File: config.mk
export PLATFORM = sky130hd
export DESIGN_NAME = present_sbox_layer
export DESIGN_NICKNAME = d
export VERILOG_FILES = /design/src/rtl/present_sbox_layer.sv
export SDC_FILE = /design/constraint.sdc
export NUM_CORES = 1
export LEC_CHECK = 0
export CELL_PAD_IN_SITES_DETAIL_PLACEMENT = 1
export CELL_PAD_IN_SITES_GLOBAL_PLACEMENT = 2
export CORE_ASPECT_RATIO = 0.8
export CORE_UTILIZATION = 31
export CTS_BUF_LIST = sky130_fd_sc_hd__clkbuf_8
export CTS_CLUSTER_DIAMETER = 150
export DETAILED_ROUTE_END_ITERATION = 6
export PLACE_DENSITY_LB_ADDON = 0.1
export SYNTH_ARGS = -nofsm -noshare
export SYNTH_HDL_FRONTEND = slang
export SYNTH_SLANG_ARGS = --single-unit
File: constraint.sdc
create_clock -name clk -period 2.1 [get_ports clk]
set_clock_uncertainty 0.15 [all_clocks]
set_input_delay 0.42 -clock clk [delete_from_list [all_inputs] [get_ports clk]]
set_output_delay 0.42 -clock clk [all_outputs]
set_load 0.005 [all_outputs]
File: src/rtl/present_sbox_layer.sv
// present_sbox_layer: PRESENT 4-bit S-box substitution over a WIDTH-bit state,
// LANES nibbles per clock, valid/ready handshake on input and output.
// Optional feature macro: SBOX_INV_EN (compiles in the inverse S-box; in_inv
// then selects forward/inverse per operation; otherwise in_inv is unused).
// Ports:
//   clk, rst_n             clock, asynchronous active-low reset
//   in_valid/in_ready      input handshake for in_data/in_inv
//   in_data [WIDTH-1:0]    state to substitute (nibble i = in_data[4i+3:4i])
//   in_inv                 1 = inverse S-box, 0 = forward
//   out_valid/out_ready    output handshake for out_data
//   out_data [WIDTH-1:0]   substituted state (work register)
//   busy                   high while substitution is in progress
`timescale 1ns/1ps
module present_sbox_layer #(
   parameter int unsigned WIDTH = 64,
   parameter int unsigned LANES = 4
) (
   input  logic             clk,
   input  logic             rst_n,
   input  logic             in_valid,
   output logic             in_ready,
   input  logic [WIDTH-1:0] in_data,
   input  logic             in_inv,
   output logic             out_valid,
   input  logic             out_ready,
   output logic [WIDTH-1:0] out_data,
   output logic             busy
);

   localparam int unsigned NCYC = WIDTH / (4 * LANES);
   localparam int unsigned CW   = (NCYC > 1) ? $clog2(NCYC) : 1;

   generate
      if ((WIDTH % (4 * LANES)) != 0) begin : g_bad_cfg
         $error("present_sbox_layer: WIDTH must be a multiple of 4*LANES");
      end
   endgenerate

   typedef enum logic [1:0] {IDLE, BUSY, DONE} state_t;

   state_t           state;
   logic [CW-1:0]    cnt;
   logic [WIDTH-1:0] work;
   logic [WIDTH-1:0] work_nxt;
   logic             inv_q;

   // Forward PRESENT S-box
   function automatic logic [3:0] sbox_fwd(input logic [3:0] x);
      logic [3:0] y;
      case (x)
         4'h0: y = 4'hC;  4'h1: y = 4'h5;  4'h2: y = 4'h6;  4'h3: y = 4'hB;
         4'h4: y = 4'h9;  4'h5: y = 4'h0;  4'h6: y = 4'hA;  4'h7: y = 4'hD;
         4'h8: y = 4'h3;  4'h9: y = 4'hE;  4'hA: y = 4'hF;  4'hB: y = 4'h8;
         4'hC: y = 4'h4;  4'hD: y = 4'h7;  4'hE: y = 4'h1;  default: y = 4'h2;
      endcase
      return y;
   endfunction

`ifdef SBOX_INV_EN
   // Inverse PRESENT S-box
   function automatic logic [3:0] sbox_inv(input logic [3:0] x);
      logic [3:0] y;
      case (x)
         4'h0: y = 4'h5;  4'h1: y = 4'hE;  4'h2: y = 4'hF;  4'h3: y = 4'h8;
         4'h4: y = 4'hC;  4'h5: y = 4'h1;  4'h6: y = 4'h2;  4'h7: y = 4'hD;
         4'h8: y = 4'hB;  4'h9: y = 4'h4;  4'hA: y = 4'h6;  4'hB: y = 4'h3;
         4'hC: y = 4'h0;  4'hD: y = 4'h7;  4'hE: y = 4'h9;  default: y = 4'hA;
      endcase
      return y;
   endfunction
`else
   // Forward-only build: direction flag is constant, in_inv is ignored
   logic unused_inv;
   assign inv_q      = 1'b0;
   assign unused_inv = ^{in_inv, inv_q};
`endif

   // Substitute the nibble group currently selected by cnt, low group first
   always_comb begin
      work_nxt = work;
      for (int g = 0; g < int'(NCYC); g++) begin
         if (cnt == CW'(g)) begin
            for (int l = 0; l < int'(LANES); l++) begin
`ifdef SBOX_INV_EN
               work_nxt[(g*int'(LANES)+l)*4 +: 4] =
                  inv_q ? sbox_inv(work[(g*int'(LANES)+l)*4 +: 4])
                        : sbox_fwd(work[(g*int'(LANES)+l)*4 +: 4]);
`else
               work_nxt[(g*int'(LANES)+l)*4 +: 4] =
                  sbox_fwd(work[(g*int'(LANES)+l)*4 +: 4]);
`endif
            end
         end
      end
   end

   // Control FSM, work register and registered handshake outputs
   always_ff @(posedge clk or negedge rst_n) begin
      if (!rst_n) begin
         state     <= IDLE;
         cnt       <= '0;
         work      <= '0;
`ifdef SBOX_INV_EN
         inv_q     <= 1'b0;
`endif
         in_ready  <= 1'b1;
         out_valid <= 1'b0;
         busy      <= 1'b0;
      end else begin
         case (state)
            IDLE: begin
               if (in_valid) begin
                  work     <= in_data;
`ifdef SBOX_INV_EN
                  inv_q    <= in_inv;
`endif
                  cnt      <= '0;
                  state    <= BUSY;
                  in_ready <= 1'b0;
                  busy     <= 1'b1;
               end
            end
            BUSY: begin
               work <= work_nxt;
               if (cnt == CW'(NCYC - 1)) begin
                  state     <= DONE;
                  busy      <= 1'b0;
                  out_valid <= 1'b1;
               end else begin
                  cnt <= cnt + CW'(1);
               end
            end
            DONE: begin
               if (out_ready) begin
                  state     <= IDLE;
                  out_valid <= 1'b0;
                  in_ready  <= 1'b1;
               end
            end
            default: begin
               state     <= IDLE;
               in_ready  <= 1'b1;
               out_valid <= 1'b0;
               busy      <= 1'b0;
            end
         endcase
      end
   end

   assign out_data = work;

endmodule

* Word level (Yosys, flattened, before mapping)
Memory sizes are Yosys's and may differ from the RTL's.
Index checks and enable logic that the tools add are counted.
** Storage, ports and cells
- Register bits after elaboration :: 71
- Memory bits (read-only) :: 1024
- Input bits :: 69
- Output and inout port bits :: 67
- Word-level logic and storage cells :: 75
- Memories :: 16
** Memory list
- (name not given) :: words 16, bits a word 4, read ports 1, clocked after memory_dff 0, wr ports 0, RTL line 50 : case (x)
- (name not given) :: words 16, bits a word 4, read ports 1, clocked after memory_dff 0, wr ports 0, RTL line 50
- (name not given) :: words 16, bits a word 4, read ports 1, clocked after memory_dff 0, wr ports 0, RTL line 50
- (name not given) :: words 16, bits a word 4, read ports 1, clocked after memory_dff 0, wr ports 0, RTL line 50
- (name not given) :: words 16, bits a word 4, read ports 1, clocked after memory_dff 0, wr ports 0, RTL line 50
- (name not given) :: words 16, bits a word 4, read ports 1, clocked after memory_dff 0, wr ports 0, RTL line 50
- +10 memories
** Operators by class
- Add/sub/neg operators :: 1
- Eq/ne operators :: 12
- Multiplexer cells :: 22
- Bitwise gates (word level) :: 3
- Reduce and logical (&&, ||, !) cells :: 12
** Operators with widths (number)
- $pmux 64 s2 :: 1
- $mux 16 :: 4
- $mux 64 :: 1
- $reduce_and 3->1 :: 9
- $ne 2x2->1 const B :: 7
- $mux 2 :: 5
- $pmux 1 s3 :: 3
- $eq 2x2->1 const B :: 3
- $mux 1 :: 6
- $pmux 2 s3 :: 1
- $eq 2x1->1 const B :: 2
- $logic_not 2->1 :: 2
- $pmux 2 s2 :: 1
- $not 1->1 :: 3
- $add 2x1->2 const B :: 1
- $reduce_bool 2->1 :: 1

* Longest topological paths before layout
Gate-level depths: netlist of run 1.
- Depth after elaboration :: 3
- Depth in mapped cells :: 7

* Least setup slack after synthesis of run 1
Ideal clock, no wire load.
- Path kind :: register to register
- Start :: register work[12], in the netlist out_data[12]
- End :: register work[14], in the netlist out_data[14]
- Library setup time :: 0.121 ns
- Data arrival time :: 1.685 ns
- Data required time :: 1.829 ns
- Setup slack :: 0.144 ns
- Stages on the path, launching flop included :: 7
- Buffers on the path :: 0
- Cell sequence :: dfrtp_1 > inv_1 > ha_1 > nor2b_1 > or2_1 > a221o_1 > a22o_1
** Between the ends
- Word-level cells in the longest chain between the ends :: 3
** Ends and longest elaborated chain
- start: declaration :: RTL line 43 : logic [WIDTH-1:0] work;
- start signal: assignment :: RTL line 113 : work <= in_data;
- start signal: assignment :: RTL line 124 : work <= work_nxt;
- $mem_v2 16x4
- $mux 16 :: RTL line 82 : if (cnt == CW'(g)) begin
- $pmux 64 s2 :: RTL line 110 : case (state)
No other way between the ends. The select of a mux whose other input is x is not followed.
A chain may end at the register's enable or synchronous reset.

* Worst setup path in the final report of run 1
- Start :: register work[23], in the netlist out_data[23]
- End :: output out_data[23]
** RTL lines
- end: declaration :: RTL line 26 : output logic [WIDTH-1:0] out_data,
No word-level cell between the ends.

==> results by group, run 1 <==
Setup path
  • Type of origin of the critical path: flop
  • CP delay by family, top: buffers and inverters
  • Crit Path Category: flop to primary output
  • Slowest library cell on the worst path: clkdlybuf4s50_1
  • CP max FO: 7
  • Critical Path AT: 1.45 ns
  • Critical Path Max Stage Delay: 0.57 ns
  • Crit path buffers/inverters: 1
  • Req. time, crit path: 1.53 ns
  • Critical path endpoint category: primary output
  • Cells along the critical path: clkdlybuf4s50_1

Clock network
  • H-tree levels: 3
  • Maximum clock path buffer count: 2
  • Clock-pin transition on the worst setup and hold timing paths: 0.08 ns
  • Clock Sinks: 71
  • TritonCTS clock tree: yes
  • Clk_lat worst skew: 0.37 ns
  • CTS Buf Count: 9
  • Root Buffer: clkbuf_8

Placed design
  • Final RePlAce weighted congestion: 0.868
  • # placed instances: 1162
  • Hpwl dp: 15600 um
  • Port buffer count: 134
  • Worst slack, placed: -0.105 ns
  • DP Area: 8300 um2

Hold path
  • Hold Crit Class: input pin to asynchronous set/reset pin

Timing
  • Final WS setup: 0.0816 ns
  • Max-slew violations: 0
  • Final Hold Vio Count: 0
  • Final setup viols: 0
  • Fmax: 495 MHz
  • Slew Limit Headroom: 66.3%
  • Tightest Pin Transition: 0.493 ns
  • Tcrit/Tclk final: 96.1%
  • RSZ-0062 raised after global routing: no
  • Post-layout minimum cycle time: 2.02 ns

Synthesis
  • Main synth FF type: dfrtp_1
  • Synthesized Nets: 912
  • Yosys warns: 0
  • Number of synthesized register bits: 71
  • Register area share after synthesis: 27.9%
  • Syn Area/Cell: 8.40 um2
  • Synth top area share: 27.5%
  • Area leader, netlist: dfrtp_1
  • Synth cell types: 66
  • EDFF count, synth: 0
  • Ys async rst share: 100%
  • Count leader, synth: ha_1
  • Largest cells by area after synthesis: dfrtp_1 27%, ha_1 16%, a21oi_1 6.0%
  • Commonest cells post-synth: 84 x ha_1, 77 x a21oi_1, 70 x dfrtp_1
  • Cell count after synthesis: 759
  • Mapped Area: 6370 um2

Layout
  • Final Cell Area: 8540 um2
  • N_diodes: 0
  • Layout cell share with drive strength beyond 1: 13.0%
  • Final core occ: 42.8%
  • Non-Filler Instances: 1179
  • Area Growth Syn to Fin: 34.0%
  • Fillers: 2354
  • Reg area: 1800 um2
  • Multi-input logic area: 4150 um2
  • Final nets: 1063

Pwr
  • Power Dens Cells: 1660 nW/um2
  • Leak: 3.67 nW
  • Max VDD drop: 783 uV

Global routing
  • Pin count of the biggest net entering global routing: 44
  • Via count of the first global-routing pass: 6577
  • Overall routing resource usage: 20.5%
  • Initial antenna violation count: 1
  • Grt total ovfl: 0
  • Global-route wire length before repair: 34600 um

Floorplanning
  • Starting Density: 31.9%
  • IO Count: 136
  • Core ar.: 20000 um2
  • Die footprint: 21100 um2
  • Num rows: 46
  • Die Y: 130 um
  • Die width: 162 um

Detailed routing
  • Vias/cell: 5.32
  • Routed Antenna Nets: 0
  • Drt first pass iters: 4
  • Drt wl/cell: 17.9 um
  • DRC violations left: 0
  • Drt initial violations: 267
  • WL final: 21100 um
  • DR vias: 6268

Run status
  • Status: complete, no violations

Flow run
  • Max Cap Viol: 0
## final timing paths
check / start / to / slack, ns / depth (start not counted)
max: out_data[23] / out_data[23] / 0.08 / 1
min: rst_n / out_data[45] / 0.39 / 2
max reg2reg: state[0] / out_data[56] / 0.15 / 5
min reg2reg: out_valid / out_valid / 0.39 / 2
max in group asynchronous: rst_n / in_ready / 0.80 / 3
min in group clk: out_valid / out_valid / 0.39 / 2
## layer usage
layer	global-route usage [%]	routed length, um	up-vias
met5	0	13	-
met4	4.99	199	2
met3	3.34	668	16
met2	34.5	9830	105
met1	27.5	10400	3086
li1	-	-	3059
## state kept, by name (all words and copies together), names as in the netlist
register   cells
state          2
in_ready       1
out_data      64
busy           1
out_valid      1
cnt            2
## metrics by stage
step / setup TNS, ns / total power [mW] / hold WS [ns]
finish: 0 / 14.2 / 0.390
global route: 0 / 15.6 / 0.413
CTS: 0 / 14.3 / 0.398
detailed placement: -0.371 / 13.0 / 0.254
global placement: -0.173 / 12.6 / 0.266
floorplan: 0 / 8.89 / -0.0256
## timing repair
| action | in CTS | in global routing |
|---|---|---|
| hold buffers | 1 | 0 |
| pin swaps | 0 | 0 |
| buffers inserted | 0 | 0 |
| endpoints found under the hold margin | 26 | 0 |
| endpoints found under the setup margin | 6 | 9 |
| gates resized for setup | 6 | 9 |
## cells by family (layout without fill, tap and decap cells)
| family | count (synthesis) | in the layout | synth area share, % |
|---|---|---|---|
| flops | 71 | 71 | 27.9 |
| simple gates | 184 | 184 | 14.1 |
| fa+ha+maj | 84 | 84 | 16.5 |
| mux | 26 | 26 | 4.79 |
| buf+inv | 110 | 266 | 7.13 |
| compound gates | 284 | 284 | 29.6 |
## cells in the final DEF, fill, tap and decap left out, types with 25 or more instances in the layout
master,instances
inv_1,57
nor2_1,51
nand2_1,52
clkdlybuf4s50_1,133
buf_4,55
o21ai_0,47
ha_1,84
o211ai_1,29
dfrtp_1,54
nor2b_1,25
a21oi_1,77
## layout make-up
cell class	count	share of cell area (%)
inverter	57	2.51
clock buffer	9	1.45
timing repair buffer	193	21.5
multi-input combinational	578	48.6
clock inverter	7	1.03
tap	264	3.87
sequential	71	21.1
## where the power goes
| part | leakage [nW] | switching [mW] | internal, mW |
|---|---|---|---|
| logic | 2.73 | 4.84 | 4.77 |
| registers | 0.833 | 1.25 | 2.10 |
| clock network | 0.109 | 0.583 | 0.661 |
(Power assumes the default switching activity.)
==> run 2: changes to the inputs <==
Settings changed: SLEW_MARGIN set to 20.
==> results of run 2 <==
No change in the layout: final DEF, timing and power equal those of run 1.
==> run 3: changes to the inputs <==
Settings changed: SKIP_LAST_GASP set to 1.
==> results of run 3 <==
No change in the layout: final DEF, timing and power equal those of run 1.
